--- config.mk ---
export PLATFORM = sky130hd
export DESIGN_NAME = hex_display_mux
export DESIGN_NICKNAME = d
export VERILOG_FILES = /design/src/rtl/hex_display_mux_pkg.sv /design/src/rtl/hex_display_mux_glyph_lut.sv /design/src/rtl/hex_display_mux.sv
export SDC_FILE = /design/constraint.sdc
export NUM_CORES = 1
export LEC_CHECK = 0
export CORE_MARGIN = 10
export CORE_UTILIZATION = 52
export DETAILED_ROUTE_END_ITERATION = 8
export PLACE_DENSITY = 0.87
export SLEW_MARGIN = 30
export SYNTH_ARGS = -nofsm -noshare
export SYNTH_HDL_FRONTEND = slang
export SYNTH_SLANG_ARGS = --single-unit
--- constraint.sdc ---
create_clock -name clk -period 3.1 [get_ports clk]
set_input_delay 0.465 -clock clk [delete_from_list [all_inputs] [get_ports clk]]
set_output_delay 0.465 -clock clk [all_outputs]
set_load 0.01 [all_outputs]
--- src/rtl/hex_display_mux_pkg.sv ---
// Shared definitions for the multiplexed hex display: glyph table,
// sequencer states and the all-segments-off pattern.
package hex_disp_pkg;

  typedef enum logic {
    SHOW = 1'b0,
    GAP  = 1'b1
  } disp_state_e;

  localparam logic [6:0] SEG_OFF = 7'h7F;

  // Active-low g..a patterns, entry 15 (F) first down to entry 0.
  localparam logic [15:0][6:0] GLYPH_TABLE = {
    7'h0E, 7'h06, 7'h21, 7'h46, 7'h03, 7'h08, 7'h10, 7'h00,
    7'h78, 7'h02, 7'h12, 7'h19, 7'h30, 7'h24, 7'h79, 7'h40
  };

endpackage

--- src/rtl/hex_display_mux_glyph_lut.sv ---
// Nibble to active-low seven-segment glyph lookup.
module hex_glyph_lut
  import hex_disp_pkg::*;
(
  input  logic [3:0] nibble,
  output logic [6:0] glyph
);

  // Pure table lookup; every nibble value has an entry.
  always_comb begin
    glyph = GLYPH_TABLE[nibble];
  end

endmodule

--- src/rtl/hex_display_mux.sv ---
// Time-multiplexed hex display driver with frame-synchronous data commit,
// leading-zero blanking and anti-ghosting gap cycles between digits.
module hex_display_mux
  import hex_disp_pkg::*;
#(
  parameter int NUM_DIGITS  = 4,
  parameter int REFRESH_DIV = 50000,
  parameter int GAP_CYCLES  = 2
) (
  input  logic                    clk,
  input  logic                    reset,
  input  logic                    load,
  input  logic [4*NUM_DIGITS-1:0] value,
  input  logic [NUM_DIGITS-1:0]   dp_in,
  input  logic                    blank_lz,
  output logic [6:0]              seg,
  output logic                    dp,
  output logic [NUM_DIGITS-1:0]   an,
  output logic                    frame_done
);

  localparam int CNT_MAX = (REFRESH_DIV > GAP_CYCLES) ? REFRESH_DIV : GAP_CYCLES;
  localparam int CNT_W   = (CNT_MAX > 1) ? $clog2(CNT_MAX) : 1;
  localparam int IDX_W   = (NUM_DIGITS > 1) ? $clog2(NUM_DIGITS) : 1;

  localparam logic [CNT_W-1:0] SHOW_LAST = CNT_W'(REFRESH_DIV - 1);
  localparam logic [CNT_W-1:0] GAP_LAST  = CNT_W'((GAP_CYCLES > 0) ? GAP_CYCLES - 1 : 0);
  localparam logic [CNT_W-1:0] CNT_ONE   = CNT_W'(1);
  localparam logic [IDX_W-1:0] IDX_LAST  = IDX_W'(NUM_DIGITS - 1);
  localparam logic [IDX_W-1:0] IDX_ONE   = IDX_W'(1);
  localparam logic [NUM_DIGITS-1:0] AN_ONE = NUM_DIGITS'(1);

  disp_state_e             state_r, state_nx_s;
  logic [IDX_W-1:0]        idx_r, idx_nx_s;
  logic [CNT_W-1:0]        cnt_r, cnt_nx_s;
  logic                    run_r;
  logic                    slot_end_s, frame_end_s, fd_nx_s;

  logic [4*NUM_DIGITS-1:0] act_val_r, pend_val_r, act_val_nx_s;
  logic [NUM_DIGITS-1:0]   act_dp_r, pend_dp_r, act_dp_nx_s;
  logic                    act_blank_r, pend_blank_r, act_blank_nx_s;
  logic                    pend_valid_r;

  logic [NUM_DIGITS-1:0]   blank_mask_s;
  logic [3:0]              nibble_s;
  logic [6:0]              glyph_s;

  // Advance the SHOW/GAP sequencer; run_r holds the first post-reset cycle on digit 0.
  always_comb begin
    state_nx_s = state_r;
    idx_nx_s   = idx_r;
    cnt_nx_s   = cnt_r;
    slot_end_s = 1'b0;
    if (!run_r) begin
      state_nx_s = SHOW;
      idx_nx_s   = '0;
      cnt_nx_s   = '0;
    end else begin
      case (state_r)
        SHOW: begin
          if (cnt_r == SHOW_LAST) begin
            cnt_nx_s = '0;
            if (GAP_CYCLES > 0) begin
              state_nx_s = GAP;
            end else begin
              slot_end_s = 1'b1;
            end
          end else begin
            cnt_nx_s = cnt_r + CNT_ONE;
          end
        end
        GAP: begin
          if (cnt_r == GAP_LAST) begin
            cnt_nx_s   = '0;
            state_nx_s = SHOW;
            slot_end_s = 1'b1;
          end else begin
            cnt_nx_s = cnt_r + CNT_ONE;
          end
        end
        default: begin
          state_nx_s = SHOW;
          cnt_nx_s   = '0;
        end
      endcase
      if (slot_end_s) begin
        idx_nx_s = (idx_r == IDX_LAST) ? '0 : idx_r + IDX_ONE;
      end else begin
        idx_nx_s = idx_r;
      end
    end
  end

  assign frame_end_s = run_r && slot_end_s && (idx_r == IDX_LAST);

  // Flag whether the upcoming cycle is the last one of a frame.
  always_comb begin
    if (GAP_CYCLES > 0) begin
      fd_nx_s = (state_nx_s == GAP) && (cnt_nx_s == GAP_LAST) && (idx_nx_s == IDX_LAST);
    end else begin
      fd_nx_s = (state_nx_s == SHOW) && (cnt_nx_s == SHOW_LAST) && (idx_nx_s == IDX_LAST);
    end
  end

  // Data shown from the next cycle on: only a frame boundary may change it.
  always_comb begin
    if (frame_end_s && load) begin
      act_val_nx_s   = value;
      act_dp_nx_s    = dp_in;
      act_blank_nx_s = blank_lz;
    end else if (frame_end_s && pend_valid_r) begin
      act_val_nx_s   = pend_val_r;
      act_dp_nx_s    = pend_dp_r;
      act_blank_nx_s = pend_blank_r;
    end else begin
      act_val_nx_s   = act_val_r;
      act_dp_nx_s    = act_dp_r;
      act_blank_nx_s = act_blank_r;
    end
  end

  // A digit above 0 is blanked when it and every higher nibble are zero.
  always_comb begin
    blank_mask_s = '0;
    for (int i = 1; i < NUM_DIGITS; i++) begin
      blank_mask_s[i] = act_blank_nx_s && ((act_val_nx_s >> (4 * i)) == '0);
    end
  end

  assign nibble_s = 4'(act_val_nx_s >> {idx_nx_s, 2'b00});

  hex_glyph_lut u_glyph (
    .nibble (nibble_s),
    .glyph  (glyph_s)
  );

  // Sequencer, data registers and display outputs all update on the same edge.
  always_ff @(posedge clk) begin
    if (reset) begin
      run_r        <= 1'b0;
      state_r      <= SHOW;
      idx_r        <= '0;
      cnt_r        <= '0;
      act_val_r    <= '0;
      act_dp_r     <= '0;
      act_blank_r  <= 1'b0;
      pend_val_r   <= '0;
      pend_dp_r    <= '0;
      pend_blank_r <= 1'b0;
      pend_valid_r <= 1'b0;
      an           <= '1;
      seg          <= SEG_OFF;
      dp           <= 1'b1;
      frame_done   <= 1'b0;
    end else begin
      run_r       <= 1'b1;
      state_r     <= state_nx_s;
      idx_r       <= idx_nx_s;
      cnt_r       <= cnt_nx_s;
      act_val_r   <= act_val_nx_s;
      act_dp_r    <= act_dp_nx_s;
      act_blank_r <= act_blank_nx_s;
      if (frame_end_s) begin
        pend_valid_r <= 1'b0;
      end else if (load) begin
        pend_val_r   <= value;
        pend_dp_r    <= dp_in;
        pend_blank_r <= blank_lz;
        pend_valid_r <= 1'b1;
      end
      frame_done <= fd_nx_s;
      if (state_nx_s == SHOW) begin
        an  <= ~(AN_ONE << idx_nx_s);
        seg <= blank_mask_s[idx_nx_s] ? SEG_OFF : glyph_s;
        dp  <= ~act_dp_nx_s[idx_nx_s];
      end else begin
        an  <= '1;
        seg <= SEG_OFF;
        dp  <= 1'b1;
      end
    end
  end

endmodule

# After elaboration in Yosys (flattened, before gate mapping)
# Memories as Yosys holds them, arrays and structs flattened. A register that Yosys moved wholly into a read port is not among the register bits.
# Index checks and enable logic that the tools add are counted.
[classes]
n_mux = 26
eq_ne = 5
n_lt_le_gt_ge = 1
add_sub_neg = 2
n_reduce_logical = 16
shifts = 2
bitwise_logic = 4
[ops]
columns = ["op", "n"]
rows = [
  ["16-bit 2-to-1 mux", 5],
  ["16-bit zero test", 3],
  ["16-bit by 1-bit == test with 1-bit output (second input constant)", 2],
  ["16-bit case mux with 2 select lines", 1],
  ["16-bit by 1-bit adder with 16-bit output (second input constant)", 1],
  ["16-bit == test (second input constant)", 1],
  ["16-bit by 4-bit >> shifter with 4-bit output", 1],
  ["1-bit 2-to-1 mux", 11],
  ["1-bit logical AND", 9],
  ["4-bit 2-to-1 mux", 2],
  ["2-bit 2-to-1 mux", 3],
  ["1-bit binary-select mux with 2-bit select", 2],
  ["2-bit == test (second input constant)", 2],
  ["4-bit inverter", 1],
  ["1-bit case mux with 2 select lines", 2],
  ["2-bit OR reduction", 2],
  ["1-bit by 2-bit left shift with 4-bit output (first input constant)", 1],
  ["2-bit by 3-bit less-than comparator with 1-bit output (second input constant)", 1],
  ["1-bit inverter", 3],
  ["3-bit OR reduction", 1],
  ["2-bit by 1-bit adder with 2-bit output (second input constant)", 1],
  ["2-bit AND reduction", 1],
]
[word_totals]
reg_bits = 69
input_bits = 24
output_inout_bits = 13
mem_count = 1
romBits = 112
[memory_table]
columns = ["memory", "depth", "word_bits", "read_ports", "rd_clocked_by_memory_dff", "write_ports", "line", "text"]
rows = [
  ["(no name shown)", 16, 7, 1, 1, 0, "hex_display_mux_glyph_lut.sv:11", "glyph = GLYPH_TABLE[nibble];"],
]

# Depth between registers and ports, before layout
[depth]
ltp_word = 15
depth_mapped = 16

# Cells and area by module
# From an unflattened synthesis, not the netlist that was laid out.
[hier_totals]
cells_unflattened = 457
area_unflattened_um2 = 3853.7
[modules_own_cells]
columns = ["mod", "area_per_inst_um2", "cells_each", "instances", "seq_area_each_um2"]
rows = [
  ["hex_display_mux", 3578.4, 425, 1, 1521.5],
  ["hex_glyph_lut", 275.3, 32, 1, 0.0],
]

# Least setup slack after synthesis
# No wires, ideal clock.
[synth_timing]
path_type = "flip-flop to flip-flop"
start = "register cnt_r[11]"
end = "register seg[3]"
synth_period_minus_slack_ps = 3142
path_buffers = 3
t_arrival_ps = 3063
stages_incl_launch_ff = 13
slack_ps = -42
path_cell_list = "dfxtp_1 buf_6 or4_4 or3_4 buf_6 nor2_4 buf_4 o21ai_2 a2111oi_2 ha_1 nor3_1 or3_1 o211ai_1"
[synth_between]
elab_chain_len = 15
[synth_lines]
columns = ["element", "line", "text"]
rows = [
  ["start: declaration", "hex_display_mux.sv:35", "logic [CNT_W-1:0] cnt_r, cnt_nx_s;"],
  ["start signal: assignment", "hex_display_mux.sv:159", "cnt_r <= cnt_nx_s;"],
  ["16-bit by 1-bit == test with 1-bit output", "hex_display_mux.sv:73", "if (cnt_r == GAP_LAST) begin"],
  ["1-bit 2-to-1 mux", "hex_display_mux.sv:73", ""],
  ["1-bit case mux with 2 select lines", "hex_display_mux.sv:59", "case (state_r)"],
  ["1-bit 2-to-1 mux (2 in series)", "hex_display_mux.sv:54", "if (!run_r) begin"],
  ["1-bit logical AND (2 in series)", "hex_display_mux.sv:94", "assign frame_end_s = run_r && slot_end_s && (idx_r == IDX_LAST);"],
  ["1-bit logical AND", "hex_display_mux.sv:111", "end else if (frame_end_s && pend_valid_r) begin"],
  ["16-bit 2-to-1 mux", "hex_display_mux.sv:111", ""],
  ["16-bit 2-to-1 mux", "hex_display_mux.sv:107", "if (frame_end_s && load) begin"],
  ["16-bit zero test", "hex_display_mux.sv:126", "blank_mask_s[i] = act_blank_nx_s && ((act_val_nx_s >> (4 * i)) == '0);"],
  ["1-bit logical AND", "hex_display_mux.sv:126", ""],
  ["1-bit binary-select mux with 2-bit select", "hex_display_mux.sv:174", "seg <= blank_mask_s[idx_nx_s] ? SEG_OFF : glyph_s;"],
  ["1-bit 2-to-1 mux (implied by the code)", "hex_display_mux.sv:174", ""],
  ["3-bit OR reduction (no source line)", "-", ""],
  ["end: declaration", "hex_display_mux.sv:16", "output logic [6:0] seg,"],
]
# Several ways; a longest one is shown, not always the timed one. The select of a mux whose other input is x is not followed.
# A chain may end at the register's enable or synchronous reset.

# Final worst setup path
[layout_timing]
start = "register cnt_r[12]"
end = "register seg[3]"
# Same word-level chain as after synthesis.

==> metrics.txt <==
largest net degree at the start of global routing=36; grt ovf=0; clock tree buffer depth=2; DRT iter0 DRCs=280; Synth Cell Area=0.003880 mm²; post-synthesis xor/xnor area fraction=0.03386; multiplexer share of the synthesized area=0.02644; critical path type=reg -> reg; vias in the first global route=3,613; vias per inst=5.928; n_diodes=0; clock network latency to the later pin of the worst-skew pair=0.36 ns; power per standard cell area=371.5 mW/mm²; leakage=1.834 nW; Cell variety after synth=66; Critical R2R Capture=seg[3]; full die area=0.01132 mm²; R2R cell count=11; Seq/Total Area, Yosys=0.3921; share of the synthesized area in the top cell type=0.3921; CTS tree=done; Ports=37; nets@finish=577; Post-Synth Adder-Cell Area=0.02580; crit-path cells=or4_4 -> or3_4 -> or2_4 -> nor2_4 -> a211oi_2 -> a2111oi_4 -> buf_4 -> ha_1 -> nand3_1 -> o21ai_0 -> o211ai_1; average cell area after synthesis=8.186 µm²; Die H=106.4 µm; top-count cell post-synth=nand2_1; WL/cell=16.71 µm; outcome=complete, no violations; Layout Skew=0.01250 ns; # DRC=0; placer congestion estimate=0.9320; initial antenna violation count=0; total core area=0.007253 mm²; drt total wl=10,850 µm; most instantiated cells after synthesis=nand2_1 (77), dfxtp_1 (76), nor2_1 (42), a21oi_1 (25); hold path depth=2; Area contributors post-synth=dfxtp_1 (39%), nand2_1 (7.4%), nor2_1 (4.1%); Synth area leader=dfxtp_1; gr usage total=0.1841; HP Start=pend_dp_r[1]; Critical-path top delay cell=or4_4; total power after layout=1.838 mW; antenna viol nets, final=0; fin crit share=0.9785; # H-tree levels=3; die width=106.4 µm; half-perimeter wire length after placement=7703 µm; fmax=329.7 MHz; Req. time, crit path=3.38 ns; Initial Util=0.5349; total CTS buffers=9; IO buf count=36; Post-Synth Simple-Gate Area=0.2835; peak fanout along the critical path=4; worst path bufs/invs=1; post-synthesis instance total=474; relative slew slack=0.4706; Final Setup Violations=0; CP top delay family=simple AND/OR/NAND/NOR gates; worst slew pin tran=0.7922 ns; P&R area growth vs syn=27.47%; Slew Limit Fails=0; FFs w/ async S/R, synth=0; worst hold path class=reg -> reg; setup TNS=0 ns; Min-Delay Endpoint=pend_dp_r[1]; yosys warns=0; Synth Area in Compound Gates=0.1919; Startpoint Class=register; DRT Pass-1 Iters=5; syn_nets=506; share of layout cells above drive strength 1=0.2145; reg-to-reg slack, setup=0.07 ns; via count=3,847; #FFs+latches synth=76; arrival time worst endpoint=3.32 ns; main combinational cell family by area after synthesis=simple AND/OR/NAND/NOR gates; EDFF count, synth=0; Fill cells=549; clk sinks=76; Clock Tree Root=clkbuf_8; number of core rows=31; Hold Fails Final Rpt=0; first-pass GRT wire length=17,310 µm; RR Startpoint=cnt_r[12]; crit end category=register; min cycle time layout=3.033 ns; VDD IR-drop max=187.0 µV; Worst-path clk slew=0.09 ns; dominant synthesized flop cell=dfxtp_1; max-cap viol count=0; crit-path max cell delay=0.57 ns
## logic make-up after synthesis
group | Yosys count
flops | 76
xor+xnor | 15
fa+ha+maj | 8
simple gates | 223
mux | 10
compound gates | 105
buf+inv | 37
## state kept, by name (all words and copies together), names as in the netlist
| name | cells |
|---|---|
| act_val_r | 16 |
| cnt_r | 16 |
| pend_val_r | 16 |
| seg | 7 |
| act_dp_r | 4 |
| an | 4 |
| pend_dp_r | 4 |
| idx_r | 2 |
| act_blank_r | 1 |
| dp | 1 |
| frame_done | 1 |
| pend_blank_r | 1 |
| pend_valid_r | 1 |
| run_r | 1 |
| state_r | 1 |
## metal layers
metal	vias up	wire length, µm	GRT usage
met4	0	260	0.08317
met2	173	5228	0.3065
met5	-	0	0
met1	1812	4570	0.2268
met3	30	785	0.03261
li1	1832	-	-
## stage by stage
step                      worst slack [ns]  hold WS (ns)  area (µm²)  cells  utilization
after floorplan                    0.05978        0.4329        3892    474            -
after global placement            -0.06467        0.4454        4617    631       0.6365
after detailed placement           -0.1860        0.4472        4617    631       0.6365
after CTS                          0.01008        0.4603        4825    648       0.6652
after global routing             -0.008468        0.4783        4946    649       0.6819
final                              0.06655        0.4620        4946    649       0.6819
## worst max path at each step
stage | to | depth (start not counted) | start | slack, ns
final | seg[3] | 11 | cnt_r[12] | 0.07
after global routing | seg[3] | 10 | cnt_r[12] | -0.008
after CTS | seg[3] | 12 | cnt_r[11] | 0.01
after detailed placement | seg[3] | 13 | load | -0.19
after global placement | seg[3] | 12 | load | -0.06
after floorplan | seg[3] | 12 | cnt_r[11] | 0.06
## report_power, final
group | internal (mW) | total (mW) | leakage (nW) | switching (mW)
registers | 0.998 | 1.01 | 0.621 | 0.0131
clock network | 0.301 | 0.709 | 0.0868 | 0.407
logic | 0.0572 | 0.118 | 1.13 | 0.0605
## timing repair
item,CTS,global route
resized for setup,3,32
endpoints found under the setup margin,5,7
pin swaps,2,11
buffers inserted,1,2
hold buffers,0,0
## placed cells by master (no fill, tap or decap), types with 14 or more instances in the layout
master and n:
a21oi_1 25, and2_1 14, buf_4 53, clkdlybuf4s50_1 36, dfxtp_1 73, nand2_1 76
nand3_1 23, nor2_1 39, nor3_1 17, o21ai_0 22
## final cells by class
| cell class | count | area, µm² | share of cell area |
|---|---|---|---|
| multi-input cells | 361 | 2307 | 0.4665 |
| flip-flops and latches | 76 | 1525 | 0.3084 |
| repair buffers | 91 | 784.5 | 0.1586 |
| clock buffers | 9 | 123.9 | 0.02504 |
| well taps | 99 | 123.9 | 0.02504 |
| clock inverters | 7 | 58.81 | 0.01189 |
| inverters | 6 | 22.52 | 0.004554 |
## worst reg2reg max path, delay by kind of cell, from the launching register on
family	cells	cell delay [ns]
and+or+nand+nor	5	1.42
AOI/OAI and AO/OA	4	0.76
DFF	1	0.35
adders and majority gates	1	0.24
buffers and inverters	1	0.20
(Power assumes the default switching activity.)
